`config.mk`:
```
export PLATFORM = sky130hd
export DESIGN_NAME = pipe_hazard_ctrl
export DESIGN_NICKNAME = d
export VERILOG_FILES = /design/src/rtl/pipe_hazard_ctrl.sv
export SDC_FILE = /design/constraint.sdc
export NUM_CORES = 1
export LEC_CHECK = 0
export ABC_AREA = 1
export ABC_CLOCK_PERIOD_IN_PS = 1800
export BUFFER_PORTS_ARGS = -buffer_cell sky130_fd_sc_hd__buf_2
export CORE_MARGIN = 8
export CORE_UTILIZATION = 40
export CTS_BUF_LIST = sky130_fd_sc_hd__clkbuf_2
export DETAILED_ROUTE_END_ITERATION = 6
export SYNTH_ARGS = -nofsm -noshare
export SYNTH_HDL_FRONTEND = slang
export SYNTH_SLANG_ARGS = --single-unit
```
`constraint.sdc`:
```
create_clock -name clk -period 1.8 [get_ports clk]
set_input_delay 0.09 -clock clk [delete_from_list [all_inputs] [get_ports clk]]
set_output_delay 0.09 -clock clk [all_outputs]
set_load 0.02 [all_outputs]
```
`src/rtl/pipe_hazard_ctrl.sv`:
```
// Hazard, forwarding and halt-drain controller for the five-stage core.
// A shift-register scoreboard tracks in-flight destinations from EX (slot 1)
// to WB (slot DEPTH). Stall, flush, issue and forwarding selects are derived
// combinationally from the scoreboard and the instruction sitting in ID.
module pipe_hazard_ctrl #(
  parameter int unsigned REG_ADDR_W = 5,
  parameter int unsigned DEPTH      = 3,
  parameter int unsigned FWD_EN     = 1,
  parameter int unsigned LOAD_LAT   = 1
) (
  input  logic                         clk,
  input  logic                         rst_b,
  input  logic                         id_valid,
  input  logic [REG_ADDR_W-1:0]        id_rs,
  input  logic [REG_ADDR_W-1:0]        id_rt,
  input  logic                         id_rs_used,
  input  logic                         id_rt_used,
  input  logic [REG_ADDR_W-1:0]        id_rd,
  input  logic                         id_rd_we,
  input  logic                         id_is_load,
  input  logic                         id_halt,
  input  logic                         ex_redirect,
  output logic                         stall,
  output logic                         flush_if_id,
  output logic                         flush_id_ex,
  output logic                         issue,
  output logic [$clog2(DEPTH+1)-1:0]   fwd_rs_sel,
  output logic [$clog2(DEPTH+1)-1:0]   fwd_rt_sel,
  output logic                         halted
);

  localparam int unsigned SelW = $clog2(DEPTH + 1);
  localparam int unsigned CntW = $clog2(DEPTH);

  typedef enum logic [1:0] {StRun, StDrain, StHalted} state_e;

  // Scoreboard, slot 1 = EX ... slot DEPTH = WB. The halt itself is tracked
  // by the drain counter rather than by a per-slot flag.
  logic                  slot_v_q    [1:DEPTH];
  logic [REG_ADDR_W-1:0] slot_rd_q   [1:DEPTH];
  logic                  slot_we_q   [1:DEPTH];
  logic                  slot_load_q [1:DEPTH];

  state_e          state_q, state_d;
  logic [CntW-1:0] cnt_q, cnt_d;

  logic            hazard;
  logic [SelW-1:0] rs_sel, rt_sel;

  // Source matching: walk oldest to youngest so the youngest writer wins.
  always_comb begin
    hazard = 1'b0;
    rs_sel = '0;
    rt_sel = '0;
    for (int k = int'(DEPTH); k >= 1; k--) begin
      if (slot_v_q[k] && slot_we_q[k] && (slot_rd_q[k] != '0)) begin
        if (id_rs_used && (slot_rd_q[k] == id_rs)) begin
          rs_sel = SelW'(k);
          if ((FWD_EN == 0) || ((k <= int'(LOAD_LAT)) && slot_load_q[k])) hazard = 1'b1;
        end
        if (id_rt_used && (slot_rd_q[k] == id_rt)) begin
          rt_sel = SelW'(k);
          if ((FWD_EN == 0) || ((k <= int'(LOAD_LAT)) && slot_load_q[k])) hazard = 1'b1;
        end
      end
    end
  end

  // Pipeline control outputs and drain FSM next state; reset masks every output.
  always_comb begin
    stall       = 1'b0;
    flush_if_id = 1'b0;
    flush_id_ex = 1'b0;
    issue       = 1'b0;
    halted      = 1'b0;
    fwd_rs_sel  = (FWD_EN != 0) ? rs_sel : '0;
    fwd_rt_sel  = (FWD_EN != 0) ? rt_sel : '0;
    state_d     = state_q;
    cnt_d       = cnt_q;
    unique case (state_q)
      StRun: begin
        if (ex_redirect) begin
          // Redirect beats stall; a halt in ID is dropped with the flush.
          flush_if_id = 1'b1;
          flush_id_ex = 1'b1;
        end else begin
          stall = hazard;
          issue = id_valid & ~hazard;
        end
        if (issue && id_halt) begin
          state_d = StDrain;
          cnt_d   = CntW'(DEPTH - 1);
        end
      end
      StDrain: begin
        stall = 1'b1;
        if (cnt_q == '0) begin
          state_d = StHalted;
        end else begin
          cnt_d = cnt_q - CntW'(1);
        end
      end
      StHalted: begin
        stall  = 1'b1;
        halted = 1'b1;
      end
      default: state_d = StRun;
    endcase
    if (rst_b) begin
      stall       = 1'b0;
      flush_if_id = 1'b0;
      flush_id_ex = 1'b0;
      issue       = 1'b0;
      halted      = 1'b0;
      fwd_rs_sel  = '0;
      fwd_rt_sel  = '0;
    end
  end

  // Scoreboard shift, FSM state and drain counter registers.
  always_ff @(posedge clk) begin
    if (rst_b) begin
      for (int k = 1; k <= int'(DEPTH); k++) begin
        slot_v_q[k]    <= 1'b0;
        slot_rd_q[k]   <= '0;
        slot_we_q[k]   <= 1'b0;
        slot_load_q[k] <= 1'b0;
      end
      state_q <= StRun;
      cnt_q   <= '0;
    end else begin
      slot_v_q[1]    <= issue;
      slot_rd_q[1]   <= id_rd;
      slot_we_q[1]   <= id_rd_we;
      slot_load_q[1] <= id_is_load;
      for (int k = 2; k <= int'(DEPTH); k++) begin
        slot_v_q[k]    <= slot_v_q[k-1];
        slot_rd_q[k]   <= slot_rd_q[k-1];
        slot_we_q[k]   <= slot_we_q[k-1];
        slot_load_q[k] <= slot_load_q[k-1];
      end
      state_q <= state_d;
      cnt_q   <= cnt_d;
    end
  end

endmodule

```
==> results.md <==
- Die Width: just under 80 um
- CP cell instances: inv_2 -> nand2_1 -> nand2_1 -> nor2_1 -> nand3_1 -> nand2_1 -> nand2_2 -> nor3_2 -> o21ai_1 -> nor2_1 -> buf_4
- Post-Syn Area per Cell: approximately 6.3 sq um
- Layout cell share with drive strength beyond 1: 31.6%
- Synth Cell Area: 1540 sq um
- Power Density: approximately 850 nW/um^2
- Core Rows: 22
- Slowest cell on the critical path: dfxtp_2
- DRC viols: 0
- Sw Share: between 40% and 50%
- Setup crit start kind: flop
- Unique cell type count in the Yosys netlist: 23
- Max Clk Rate: roughly 530 MHz
- Final hold slack: about 63 ps
- Crit-path max cell delay: around 420 ps
- CP most frequent cell: nand2_1
- Yosys top cell area share: roughly a third
- MaxCap Viol Count: 0
- Total CTS buffers: 3
- Global route total overflow: 0
- Bufs on Longest Clock Path: 2
- Final clock skew: ~5.7 ps
- Failing checks: negative setup slack
- Hold depth: 5
- Syn_nets: 275
- Die Y: around 80 um
- ANT nets after route: 0
- Sequential-to-total area share from yosys stat: roughly a third
- Number of DRC markers in iteration 0: 52
- Min Tclk post-route: ~1900 ps
- CP max FO: 4
- Slew HR: 79.7%
- CP required: 1710 ps
- Final instance area: between 1500 and 2000 sq um
- Final setup violation count: 5
- Routability cong.: roughly 0.79
- Vias per Instance: 4.49
- I/O Buffers: 32
- Final WL: 3.83 mm
- Detail Placement HPWL: around 2.9 mm
- Hold crit path type: primary input to flop
- Synth Instances: roughly 250
- Die area: between 6000 and 7000 sq um
- Number of diodes: 0
- Gate power share: between 40 and 50%
- Reg power frac: between 40% and 50%
- Status: finished with violations
- CTS tree: built
- Area leader, netlist: dfxtp_1
- Ys Warns: 0
- R2R Path Start: state_q[1]
- Routed len/inst: about 11 um
- First-pass GRT wire length: 6.27 mm
- Initial Utilization: between 40% and 50%
- R2R Path End: cnt_q[0]
- Hold path start: id_valid
- Worst vdd ir: slightly above 0.8 mV
- Reg clk slew, reported paths: between 200 and 250 ps
- Largest net degree at the start of global routing: 28
- Clk network pwr share: around an eighth
- Synth top area cells: dfxtp_1 (34%), nand2_1 (16%), nor2_1 (12%)
- Initial antenna violation count: 0
- Root Driver: clkbuf_2
- Core Footprint: roughly 3700 sq um
- R2r setup slk: between 300 and 400 ps
- Hold Path Sink: slot_v_q[0][1]
- Ports: 33
- Clock Latency Late Sink: approximately 350 ps
- P_sw: 0.688 mW
- Fillers: about 400
- Final hold vios: 0
- Initial DRT Pass Iterations: 4
- Post-route worst setup slack: -94.6 ps
- H-tree lvl count: 1
- Kind of critical path: flop to output port
- Vias: around 1,500
- Data arrival time of the worst path: between 1500 and 2000 ps
- Multi-input gate area: 912 sq um
- Tightest Pin Transition: just over 300 ps
- CTS Sinks: 26
- RSZ-0062 raised after global routing: yes
- Pint: about 0.99 mW
- Register area: about 540 sq um
- Vias in the first global route: about 1,400
- Flops & latches, synth: 26
- Worst r2r path cells: 7
- Synthesis-to-layout area growth: 29.2%
- Nets: 320
- Crit share post-route: 105%
- Placed Area: ~1700 sq um
- Critical path endpoint category: output port
- Slew Limit Fails: 0
- Gr usage total: between 10% and 20%
- Leakage: 1.02 nW
[power groups by stage]
stage          clock network, mW  logic, mW  registers [mW]
2_1_floorplan                  0      0.536           0.693
3_3_place_gp                   0      0.683           0.704
3_5_place_dp                   0      0.689           0.705
4_1_cts                    0.227      0.728           0.693
5_1_grt                    0.240      0.893           0.708
6_report                   0.214      0.774           0.695
[synth_stat cells]
master,count
a21oi_1,6
o311ai_0,1
inv_2,5
o21ai_0,2
nand2_2,1
inv_1,41
xor2_1,7
a21boi_0,1
buf_4,1
nand4_1,3
ha_1,6
dfxtp_1,26
nand2_1,67
nand3_1,11
or2_2,4
nand2_4,2
clkbuf_1,3
nor4_1,4
nand3b_1,1
nor2_1,48
nor3_1,1
xnor2_1,3
nand3_2,1
[area by class of cell]
cell class,count,area share (%)
multi-input combinational,169,45.9
sequential,26,27.3
timing repair buffer,44,14.2
inverter,46,8.82
tap,48,3.02
clock buffer,3,0.756
[metal layers]
metal	share of wire [%]	GRT usage, %	up-vias
li1	-	-	820
met1	47	14.7	651
met2	46	21.3	31
met3	6.4	3.46	6
met4	1.3	4.07	0
met5	0	0	-
[logic make-up after synthesis]
logic type	count (synthesis)	synth area share, %
AND/OR/NAND/NOR	143	39.5
buffers and inverters	50	12.4
AO/OA/AOI/OAI	10	3.66
XOR/XNOR	10	5.70
flip-flops	26	33.8
adder cells (fa/ha/maj)	6	4.88
[how the worst max path moves through the flow]
stage	start	end	slack, ps
global placement	slot_rd_q[0][18]	fwd_rs_sel[0]	280
CTS	slot_rd_q[0][17]	fwd_rs_sel[0]	-110
detailed placement	slot_rd_q[0][18]	fwd_rs_sel[0]	230
floorplan	slot_rd_q[0][5]	fwd_rs_sel[0]	390
global route	slot_rd_q[0][6]	stall	-230
finish	slot_rd_q[0][6]	stall	-90
[through the flow]
step	cells	power [mW]	setup WS [ps]	utilization, %	TNS, ps
after floorplan	245	1.23	389	-	0
after global placement	322	1.39	278	47.4	0
after detailed placement	322	1.39	235	47.4	0
after CTS	333	1.65	-114	50.9	-349
after global routing	336	1.84	-227	53.9	-1030
final	336	1.68	-94.6	53.9	-168
[cell usage in the layout, fill, tap and decap left out, types with 3 or more instances in the layout]
| cell | synthesis | final |
|---|---|---|
| nand2_2 | 1 | 5 |
| inv_1 | 41 | 34 |
| nand3_1 | 11 | 8 |
| clkbuf_2 | 0 | 3 |
| xnor2_1 | 3 | 3 |
| dfxtp_1 | 26 | 13 |
| nor2_1 | 48 | 47 |
| dlygate4sd3_1 | 0 | 7 |
| nor4_2 | 0 | 3 |
| dfxtp_2 | 0 | 11 |
| ha_1 | 6 | 5 |
| a21oi_2 | 0 | 4 |
| buf_4 | 1 | 11 |
| or2_2 | 4 | 4 |
| nand4_1 | 3 | 3 |
| inv_2 | 5 | 11 |
| buf_2 | 0 | 26 |
| xor2_1 | 7 | 7 |
| nand3_2 | 1 | 4 |
| nand2_1 | 67 | 63 |
[critical path, delay by kind of cell (launching register included)]
family          cells  cell delay (ps)
buf+inv             2              210
compound gates      1               90
flops               1              420
simple gates        8              730
[flip-flops by register name (all words and copies together) (netlist names)]
signal and cells:
state_q 2, slot_we_q 3, slot_rd_q 15, slot_load_q 1
slot_v_q 3, cnt_q 2
[what timing repair did]
| action | 4_1_cts | 5_1_grt |
|---|---|---|
| resized for setup | 18 | 32 |
| endpoints found under the hold margin | 7 | 0 |
| hold buffers | 7 | 0 |
| setup endpoints to repair | 5 | 6 |
| pin swaps | 2 | 15 |
| buffers inserted | 1 | 3 |
Power figures use the tool's default switching activity.
